### src/rtl/vm_mask_sequencer.sv
//------------------------------------------------------------------------------
// Module   : vm_mask_sequencer
// Desc     : Mask-file sequencer that pops FIFO entries onto per-channel PS/VAT words.
//            Optional build macro VM_UNDERFLOW_COUNT_EN adds a saturating underflow counter.
// Revision : 1.0 - initial release
//------------------------------------------------------------------------------
`default_nettype none

module vm_mask_sequencer #(
  parameter int NUM_CH     = 4,
  parameter int PS_W       = 6,
  parameter int VAT_W      = 6,
  parameter int FIFO_DEPTH = 16,
  parameter int CNT_W      = 16
) (
  input  logic                      clk,
  input  logic                      rst,
  input  logic                      ctrl_rst,
  input  logic                      start,
  input  logic [CNT_W-1:0]          fast_clk_div,
  input  logic [CNT_W-1:0]          slow_clk_div,
  input  logic [CNT_W-1:0]          pulse_cnt,
  input  logic [CNT_W-1:0]          row_length,
  input  logic [CNT_W-1:0]          row_valid_length,
  input  logic [CNT_W-1:0]          file_length,
  input  logic [NUM_CH-1:0]         active_modes,
  input  logic [NUM_CH-1:0]         phase_idle_modes,
  input  logic [NUM_CH-1:0]         atten_idle_modes,
  input  logic [NUM_CH*(PS_W+VAT_W)-1:0] s_data,
  input  logic                      s_valid,
  output logic                      s_ready,
  output logic [NUM_CH*PS_W-1:0]    ps_val,
  output logic [NUM_CH*VAT_W-1:0]   vat_val,
  output logic                      vm_update,
  output logic                      busy,
  output logic                      done,
  output logic                      overflow,
  output logic                      underflow,
  output logic [15:0]               underflow_count
);

  localparam int c_ent_w  = PS_W + VAT_W;
  localparam int c_dw     = NUM_CH * c_ent_w;
  localparam int c_addr_w = $clog2(FIFO_DEPTH);

  typedef enum logic [1:0] {S_IDLE = 2'd0, S_ACTIVE = 2'd1, S_GAP = 2'd2} state_t;

  state_t                   state_q, state_d;
  logic [CNT_W-1:0]         fast_cnt_q, fast_cnt_d, gap_cnt_q, gap_cnt_d;
  logic [CNT_W-1:0]         col_q, col_d, row_q, row_d, pass_q, pass_d;
  logic [c_addr_w-1:0]      wr_ptr_q, wr_ptr_d, rd_ptr_q, rd_ptr_d;
  logic [c_addr_w:0]        fill_q, fill_d;
  logic [NUM_CH*PS_W-1:0]   ps_q, ps_d;
  logic [NUM_CH*VAT_W-1:0]  vat_q, vat_d;
  logic                     vm_update_q, vm_update_d, done_q, done_d;
  logic                     overflow_q, overflow_d, underflow_q, underflow_d;
  logic [c_dw-1:0]          mem_q [FIFO_DEPTH];

  logic            w_full, w_empty, w_tick, w_pop, w_wr, w_apply, w_uf_tick, w_start_ok;
  logic [c_dw-1:0] w_entry;

  // fill_q MSB alone marks "full" because the depth is a power of two
  assign w_full     = fill_q[c_addr_w];
  assign w_empty    = (fill_q == '0);
  assign w_tick     = (state_q == S_ACTIVE) && (fast_cnt_q == fast_clk_div);
  assign w_pop      = w_tick && !w_empty;
  assign w_uf_tick  = w_tick && w_empty;
  assign w_wr       = s_valid && (!w_full || w_pop) && !ctrl_rst;
  assign w_apply    = w_pop && (col_q < row_valid_length) && (col_q < row_length);
  assign w_start_ok = (pulse_cnt != '0) && (file_length != '0) && (row_length != '0);
  assign w_entry    = mem_q[rd_ptr_q];

  always_comb begin
    state_d     = state_q;
    fast_cnt_d  = fast_cnt_q;
    gap_cnt_d   = gap_cnt_q;
    col_d       = col_q;
    row_d       = row_q;
    pass_d      = pass_q;
    wr_ptr_d    = w_wr  ? wr_ptr_q + c_addr_w'(1) : wr_ptr_q;
    rd_ptr_d    = w_pop ? rd_ptr_q + c_addr_w'(1) : rd_ptr_q;
    fill_d      = fill_q;
    if (w_wr && !w_pop)      fill_d = fill_q + (c_addr_w+1)'(1);
    else if (!w_wr && w_pop) fill_d = fill_q - (c_addr_w+1)'(1);
    ps_d        = ps_q;
    vat_d       = vat_q;
    done_d      = 1'b0;
    overflow_d  = overflow_q | (s_valid & ~w_wr);
    underflow_d = underflow_q | w_uf_tick;

    case (state_q)
      S_IDLE: begin
        if (start && w_start_ok) begin
          state_d    = S_ACTIVE;
          fast_cnt_d = '0;
          col_d      = '0;
          row_d      = '0;
          pass_d     = '0;
        end
      end
      S_ACTIVE: begin
        fast_cnt_d = w_tick ? '0 : fast_cnt_q + CNT_W'(1);
        if (w_pop) begin
          if (col_q == row_length - CNT_W'(1)) begin
            state_d   = S_GAP;
            gap_cnt_d = '0;
            col_d     = '0;
          end else begin
            col_d = col_q + CNT_W'(1);
          end
        end
      end
      S_GAP: begin
        gap_cnt_d = gap_cnt_q + CNT_W'(1);
        if (gap_cnt_q == slow_clk_div) begin
          fast_cnt_d = '0;
          state_d    = S_ACTIVE;
          if (row_q != file_length - CNT_W'(1)) begin
            row_d = row_q + CNT_W'(1);
          end else if (pass_q != pulse_cnt - CNT_W'(1)) begin
            row_d  = '0;
            pass_d = pass_q + CNT_W'(1);
          end else begin
            state_d = S_IDLE;
            done_d  = 1'b1;
          end
        end
      end
      default: state_d = S_IDLE;
    endcase

    // Idle forcing keys off the next state so it lands together with GAP/IDLE entry
    for (int c = 0; c < NUM_CH; c++) begin
      if (w_apply && active_modes[c]) begin
        ps_d[c*PS_W +: PS_W]   = w_entry[c*c_ent_w +: PS_W];
        vat_d[c*VAT_W +: VAT_W] = w_entry[c*c_ent_w+PS_W +: VAT_W];
      end
      if ((state_d != S_ACTIVE) || !active_modes[c]) begin
        if (phase_idle_modes[c]) ps_d[c*PS_W +: PS_W] = '0;
        if (atten_idle_modes[c]) vat_d[c*VAT_W +: VAT_W] = '1;
      end
    end
    vm_update_d = w_apply || (ps_d != ps_q) || (vat_d != vat_q);

    if (ctrl_rst) begin
      state_d     = S_IDLE;
      fast_cnt_d  = '0;
      gap_cnt_d   = '0;
      col_d       = '0;
      row_d       = '0;
      pass_d      = '0;
      wr_ptr_d    = '0;
      rd_ptr_d    = '0;
      fill_d      = '0;
      ps_d        = '0;
      vat_d       = '1;
      vm_update_d = 1'b0;
      done_d      = 1'b0;
      overflow_d  = 1'b0;
      underflow_d = 1'b0;
    end
  end

  always_ff @(posedge clk or posedge rst) begin
    if (rst) begin
      state_q     <= S_IDLE;
      fast_cnt_q  <= '0;
      gap_cnt_q   <= '0;
      col_q       <= '0;
      row_q       <= '0;
      pass_q      <= '0;
      wr_ptr_q    <= '0;
      rd_ptr_q    <= '0;
      fill_q      <= '0;
      ps_q        <= '0;
      vat_q       <= '1;
      vm_update_q <= 1'b0;
      done_q      <= 1'b0;
      overflow_q  <= 1'b0;
      underflow_q <= 1'b0;
    end else begin
      state_q     <= state_d;
      fast_cnt_q  <= fast_cnt_d;
      gap_cnt_q   <= gap_cnt_d;
      col_q       <= col_d;
      row_q       <= row_d;
      pass_q      <= pass_d;
      wr_ptr_q    <= wr_ptr_d;
      rd_ptr_q    <= rd_ptr_d;
      fill_q      <= fill_d;
      ps_q        <= ps_d;
      vat_q       <= vat_d;
      vm_update_q <= vm_update_d;
      done_q      <= done_d;
      overflow_q  <= overflow_d;
      underflow_q <= underflow_d;
    end
  end

  always_ff @(posedge clk) begin
    if (w_wr) mem_q[wr_ptr_q] <= s_data;
  end

`ifdef VM_UNDERFLOW_COUNT_EN
  logic [15:0] ucnt_q, ucnt_d;

  always_comb begin
    ucnt_d = ucnt_q;
    if (ctrl_rst)                            ucnt_d = '0;
    else if (w_uf_tick && ucnt_q != 16'hFFFF) ucnt_d = ucnt_q + 16'd1;
  end

  always_ff @(posedge clk or posedge rst) begin
    if (rst) ucnt_q <= '0;
    else     ucnt_q <= ucnt_d;
  end

  assign underflow_count = ucnt_q;
`else
  assign underflow_count = '0;
`endif

  assign s_ready   = ~w_full;
  assign ps_val    = ps_q;
  assign vat_val   = vat_q;
  assign vm_update = vm_update_q;
  assign busy      = (state_q != S_IDLE);
  assign done      = done_q;
  assign overflow  = overflow_q;
  assign underflow = underflow_q;

endmodule

`default_nettype wire

### config.mk
export PLATFORM = sky130hd
export DESIGN_NAME = vm_mask_sequencer
export DESIGN_NICKNAME = d
export VERILOG_FILES = /design/src/rtl/vm_mask_sequencer.sv
export SDC_FILE = /design/constraint.sdc
export NUM_CORES = 1
export LEC_CHECK = 0
export CORE_MARGIN = 4
export CORE_UTILIZATION = 35
export DETAILED_ROUTE_END_ITERATION = 8
export GPL_TIMING_DRIVEN = 0
export SYNTH_ARGS = -nofsm -noshare
export SYNTH_HDL_FRONTEND = slang
export SYNTH_SLANG_ARGS = --single-unit
export TNS_END_PERCENT = 1
### constraint.sdc
create_clock -name clk -period 6.8 [get_ports clk]
set_input_delay 1.7 -clock clk [delete_from_list [all_inputs] [get_ports clk]]
set_output_delay 1.7 -clock clk [all_outputs]
set_load 0.005 [all_outputs]
# Word level (Yosys, flattened, before mapping)
# Memory sizes are Yosys's and may differ from the RTL's.
# Index checks and enable logic that the tools add are counted.
# word_totals
inputBits,161
regBits,147
ramBits,768
mem_count,1
wordCells,176
out_inout_bits,70
# op_classes
reduce_logical,50
n_mux,74
n_eq_ne,17
addsub,12
magnitude_cmp,2
bitwise,5
# mem_list
name,words,width,rd,rd_clocked_by_memory_dff,wr,line_no,source
mem_q,16,48,1,0,1,57,logic [c_dw-1:0] mem_q [FIFO_DEPTH];
# ops
operator,n
two-way mux 16 bit,18
two-way mux 6 bit,24
one-hot mux 16 bit (2 select lines),4
adder 16 x 1 -> 16 bit (second input constant),5
== test 16 bit,3
two-way mux 24 bit,2
inequality test 24 bit,2
one-hot mux 16 bit (3 select lines),1
nonzero test 16 bit,3
subtractor 16 x 1 -> 16 bit (second input constant),3
< comparator 16 bit,2
inequality test 16 bit,2
logical AND 1 bit,16
two-way mux 4 bit,4
two-way mux 5 bit,3
inequality test 3 bit (second input constant),5
two-way mux 1 bit,12
nonzero test 3 bit,4
two-way mux 2 bit,5
logical NOT 1 bit,9
AND reduction 3 bit,3
adder 4 x 1 -> 4 bit (second input constant),2
logical OR 1 bit,7
one-hot mux 2 bit (3 select lines),1
other kinds (16),20

# Longest topological paths before layout
# depth
word_depth,13
ltp_mapped,17
mapped_depth_nobuf,15

# Worst setup path before layout
# Ideal clock, no wire load.
# synth_timing
kind,in2reg
start,input fast_clk_div[0]
end,"memory mem_q[7][0] (netlist name), enable pin"
t_arrival_ps,7989
slack_ps,-1778
setup_time_ps,590
stages,9
path_cell_list,xor2_1 > nor4_1 > and2_1 > nand2_1 > nand2_1 > and2_1 > clkbuf_1 > nand2_1 > nor4b_1
# synth_via
elab_chain_len,8
# synth_lines
element,line_no,source
start: declaration,20,"input logic [CNT_W-1:0] fast_clk_div,"
== test 16 bit,65,assign w_tick = (state_q == S_ACTIVE) && (fast_cnt_q == fast_clk_div);
logical AND 1 bit,65,
logical AND 1 bit,66,assign w_pop = w_tick && !w_empty;
logical OR 1 bit,68,assign w_wr = s_valid && (!w_full || w_pop) && !ctrl_rst;
logical AND 1 bit (2 in series),68,
two-way mux 1 bit,201,if (w_wr) mem_q[wr_ptr_q] <= s_data;
two-way mux 1 bit (not written as such),201,
end: declaration,57,
# Every way passes these cells.

# Worst setup path in the final report
# layout_timing
start,input fast_clk_div[13]
end,register vm_update_q (netlist: vm_update)
# layout_via
elab_chain_len,13
word_cells_on_any_way,45
classes_between,eq/ne (4); mux (27); reduce/logical (14)
# layout_lines
element,line_no,source
== test 16 bit (*),65,
logical AND 1 bit (*),65,
logical AND 1 bit (*),66,
"parallel branches: the longest is 8 deep, another holds inequality test 24 bit",--,
logical OR 1 bit (*),143,vm_update_d = w_apply || (ps_d != ps_q) || (vat_d != vat_q);
two-way mux 1 bit (*),145,if (ctrl_rst) begin
net vm_update_d,55,"logic vm_update_q, vm_update_d, done_q, done_d;"
end signal: assignment,193,vm_update_q <= vm_update_d;
end: declaration,55,
# Mark *: on every way through the listed nets, which the timed path passes.
# A chain may end at the register's enable or synchronous reset.

==> results.md <==
- Drt first-iter violations: 2,268
- Dominant cell type by area after synthesis: edfxtp_1
- Total via count in the routed design: roughly 24,000
- Power density relative to cell area: 255 mW/mm^2
- Proportion of synthesized flip-flops having asynchronous set or reset: 16.1%
- Signed area change from the synthesized netlist to the final layout: 20.0%
- Max Buffers Root-to-Sink: 3
- Worst clock skew: roughly 44 ps
- Die boundary width: 346 um
- Slew HR: around a fifth
- Data arrival time of the critical path: 6930 ps
- Number of buffers added to fix hold violations after cts: 0
- Number of failing hold endpoints at the final stage: 0
- Number of enable-type register cells in the synthesized netlist: 768
- Num CTS Buffers: 91
- Hold path startpoint: fill_q[3]
- Seq cells post-synth: between 900 and 1,000
- Clock-pin slew of the registers on the worst-case setup and hold paths: around 60 ps
- Final routed wire length divided by cell count: 25.9 um
- Drc violations: 0
- Total count of max-transition violations in the final report: 0
- Worst reg2reg path endpoint: vat_val[23]
- Unrepaired setup endpoints after global routing: false
- Setup-failing EPs final: 0
- Die boundary height: about 350 um
- Placeable core region: 0.113 mm^2
- Fill cell instance count of the final layout: 10,200
- Hold endpoint: fill_q[3]
- Synth top area share: 57.7%
- CP Data Required Time: ~7300 ps
- Depth of the worst register-to-register path: 10
- Share of the clock period used by the worst path: 94.8%
- Largest vdd supply drop: ~230 uV
- Minimum setup slack among reg-to-reg paths: 1250 ps
- Ranking of synthesized cells by area: edfxtp_1, mux4_2, dfrtp_1
- Leak: about 16 nW
- Post-Syn Instances: 2,497
- GR Overflow Total: 0
- Detailed placement HPWL: 77,400 um
- Post-route core utilization: 42.4%
- Number of gates resized after cts: 0
- Synth cell count leaders: edfxtp_1, mux4_2, nor2_1, nand2_1, dfrtp_1
- Post-Syn Area per Cell: 16.0 um^2
- Vias in the first global route: 23,700
- Initial antenna violation count: 14
- Setup slack after layout: 356 ps
- CP startpoint kind: input port
- Antenna Violating Nets Remaining: 0
- Instance count along the most critical hold path: 2
- Io pins: roughly 230
- CTS Root Cell: clkbuf_16
- Number of cells in the finished layout apart from fillers: 4,428
- Total Die Area: 0.120 mm^2
- Effective utilization at floorplan: 35.4%
- Sequential-to-total area share from yosys stat: 67.0%
- Min-Delay Path Class: reg -> reg
- Final wirelength: 115,000 um
- Least-Margin Pin Slew: 1210 ps
- Number of buffers inserted to repair setup after CTS: 0
- Clk_lat worst skew: between 600 and 700 ps
- Synthesized area: 0.0399 mm^2
- Total Nets Final: 3,059
- Overall routing resource usage: 18.8%
- Maximum number of pins on one net before global-route repair: 113
- Row count: 123
- Cell variety after synth: 83
- Port Buf Inserts: 208
- First-pass GRT wire length: 166,000 um
- Type of destination of the critical path: register
- Clock H-tree levels: 3
- Result of the run: completed
- Final total power: 12.2 mW
- Max-cap violations: 0
- Yosys warning count: 0
- Placed cells: approximately 4,300
- Worst Path Class, Setup: in -> reg
- DR pass1 iterations: 5
- Cell with the most instances after synthesis: edfxtp_1
- TritonCTS clock tree: built
- Number of clock sinks: 915
- Vias/cell: between 5 and 6
- Critical Path Fanout Max: 10
- Max Freq: 155 MHz
- Top_reg_cell synth: edfxtp_1
- Worst slack, placed: -327 ps
- Share of layout cells above drive strength 1: about 17%
- Start of the worst register-to-register path: rd_ptr_q[1]
- Routability cong.: 0.894
- Final worst path period need: 6440 ps
[power breakdown]
group | switching, mW | internal (mW) | leakage [nW]
Clock | 2.22 | 3.14 | 1.55
Combinational | 0.397 | 0.266 | 5.57
Sequential | 0.0307 | 6.17 | 8.88
Total | 2.64 | 9.57 | 16.0
[area by class of cell]
type / instances / area (um^2) / share of cell area [%]
Buffer: 118 / 546 / 1.14
Clock buffer: 107 / 2380 / 4.96
Timing Repair Buffer: 245 / 2750 / 5.74
Tap cell: 1500 / 1880 / 3.91
Multi-Input combinational cell: 1401 / 12500 / 26.1
Inverter: 78 / 300 / 0.626
Clock inverter: 61 / 816 / 1.70
Sequential cell: 915 / 26800 / 55.8
Antenna cell: 3 / 7.51 / 0.0157
[worst max path at each step]
stage                         endpoint  cells past startpoint             start  slack (ps)
final                        vm_update                     12  fast_clk_div[13]         360
after global routing         vm_update                     12  fast_clk_div[13]         130
after CTS                    vm_update                     12  fast_clk_div[13]         360
after detailed placement     vm_update                     12  fast_clk_div[13]        -330
after global placement    mem_q[3][12]                      9  fast_clk_div[13]       -9720
after floorplan            mem_q[3][0]                      8   fast_clk_div[0]       -1240
[cells in the final DEF (no fill, tap or decap), types with 69 or more instances in the layout]
cell type	count
inv_1	77
xnor2_1	78
clkbuf_16	92
xor2_1	75
nand2_1	145
edfxtp_1	768
mux4_2	205
nor2_1	150
dfrtp_1	123
o21ai_0	69
clkdlybuf4s50_1	208
clkbuf_1	70
[state kept, by name, summed over array words and instances (netlist names)]
| signal | cells |
|---|---|
| underflow | 1 |
| vat_val | 24 |
| pass_q | 16 |
| fast_cnt_q | 16 |
| mem_q | 768 |
| fill_q | 5 |
| gap_cnt_q | 16 |
| ps_val | 24 |
| vm_update | 1 |
| overflow | 1 |
| wr_ptr_q | 4 |
| rd_ptr_q | 4 |
| row_q | 16 |
| done | 1 |
| state_q | 2 |
| col_q | 16 |
[critical path: stages]
cell and delay, ps:
clkdlybuf4s50_1 490, xnor2_1 290, nand3_1 110, nor3_1 580, nand3_1 650, nor4b_1 1150
clkbuf_1 520, nand2_1 180, clkbuf_1 360, o21ai_0 320, a2111oi_2 100, a41oi_1 470
[metrics by stage]
step,cell area (um^2),TNS (ps),hold slack (ps)
5_1_grt,47900,0,536
4_1_cts,47900,0,518
2_1_floorplan,40000,-59570,473
3_3_place_gp,44000,-1917120,483
6_report,47900,0,519
3_5_place_dp,44700,-327,508
[logic make-up (layout without fill, tap and decap cells)]
group	Yosys count	in the layout	synth area share [%]
simple gates	624	624	7.90
buf+inv	196	609	2.10
mux	272	272	13.3
xor+xnor	153	153	3.35
flops	915	915	67.0
fa+ha+maj	48	48	1.52
compound gates	288	288	4.80
other cells	1	19	0.00939
[per-layer routing]
| metal | global-route usage, % | wire, um | vias to the layer above |
|---|---|---|---|
| met5 | 0 | 101 | - |
| met4 | 4.83 | 3000 | 16 |
| met3 | 5.71 | 12100 | 177 |
| met2 | 28.9 | 51600 | 1106 |
| met1 | 26.1 | 47800 | 12300 |
| li1 | - | - | 10500 |
Power figures use the tool's default switching activity.
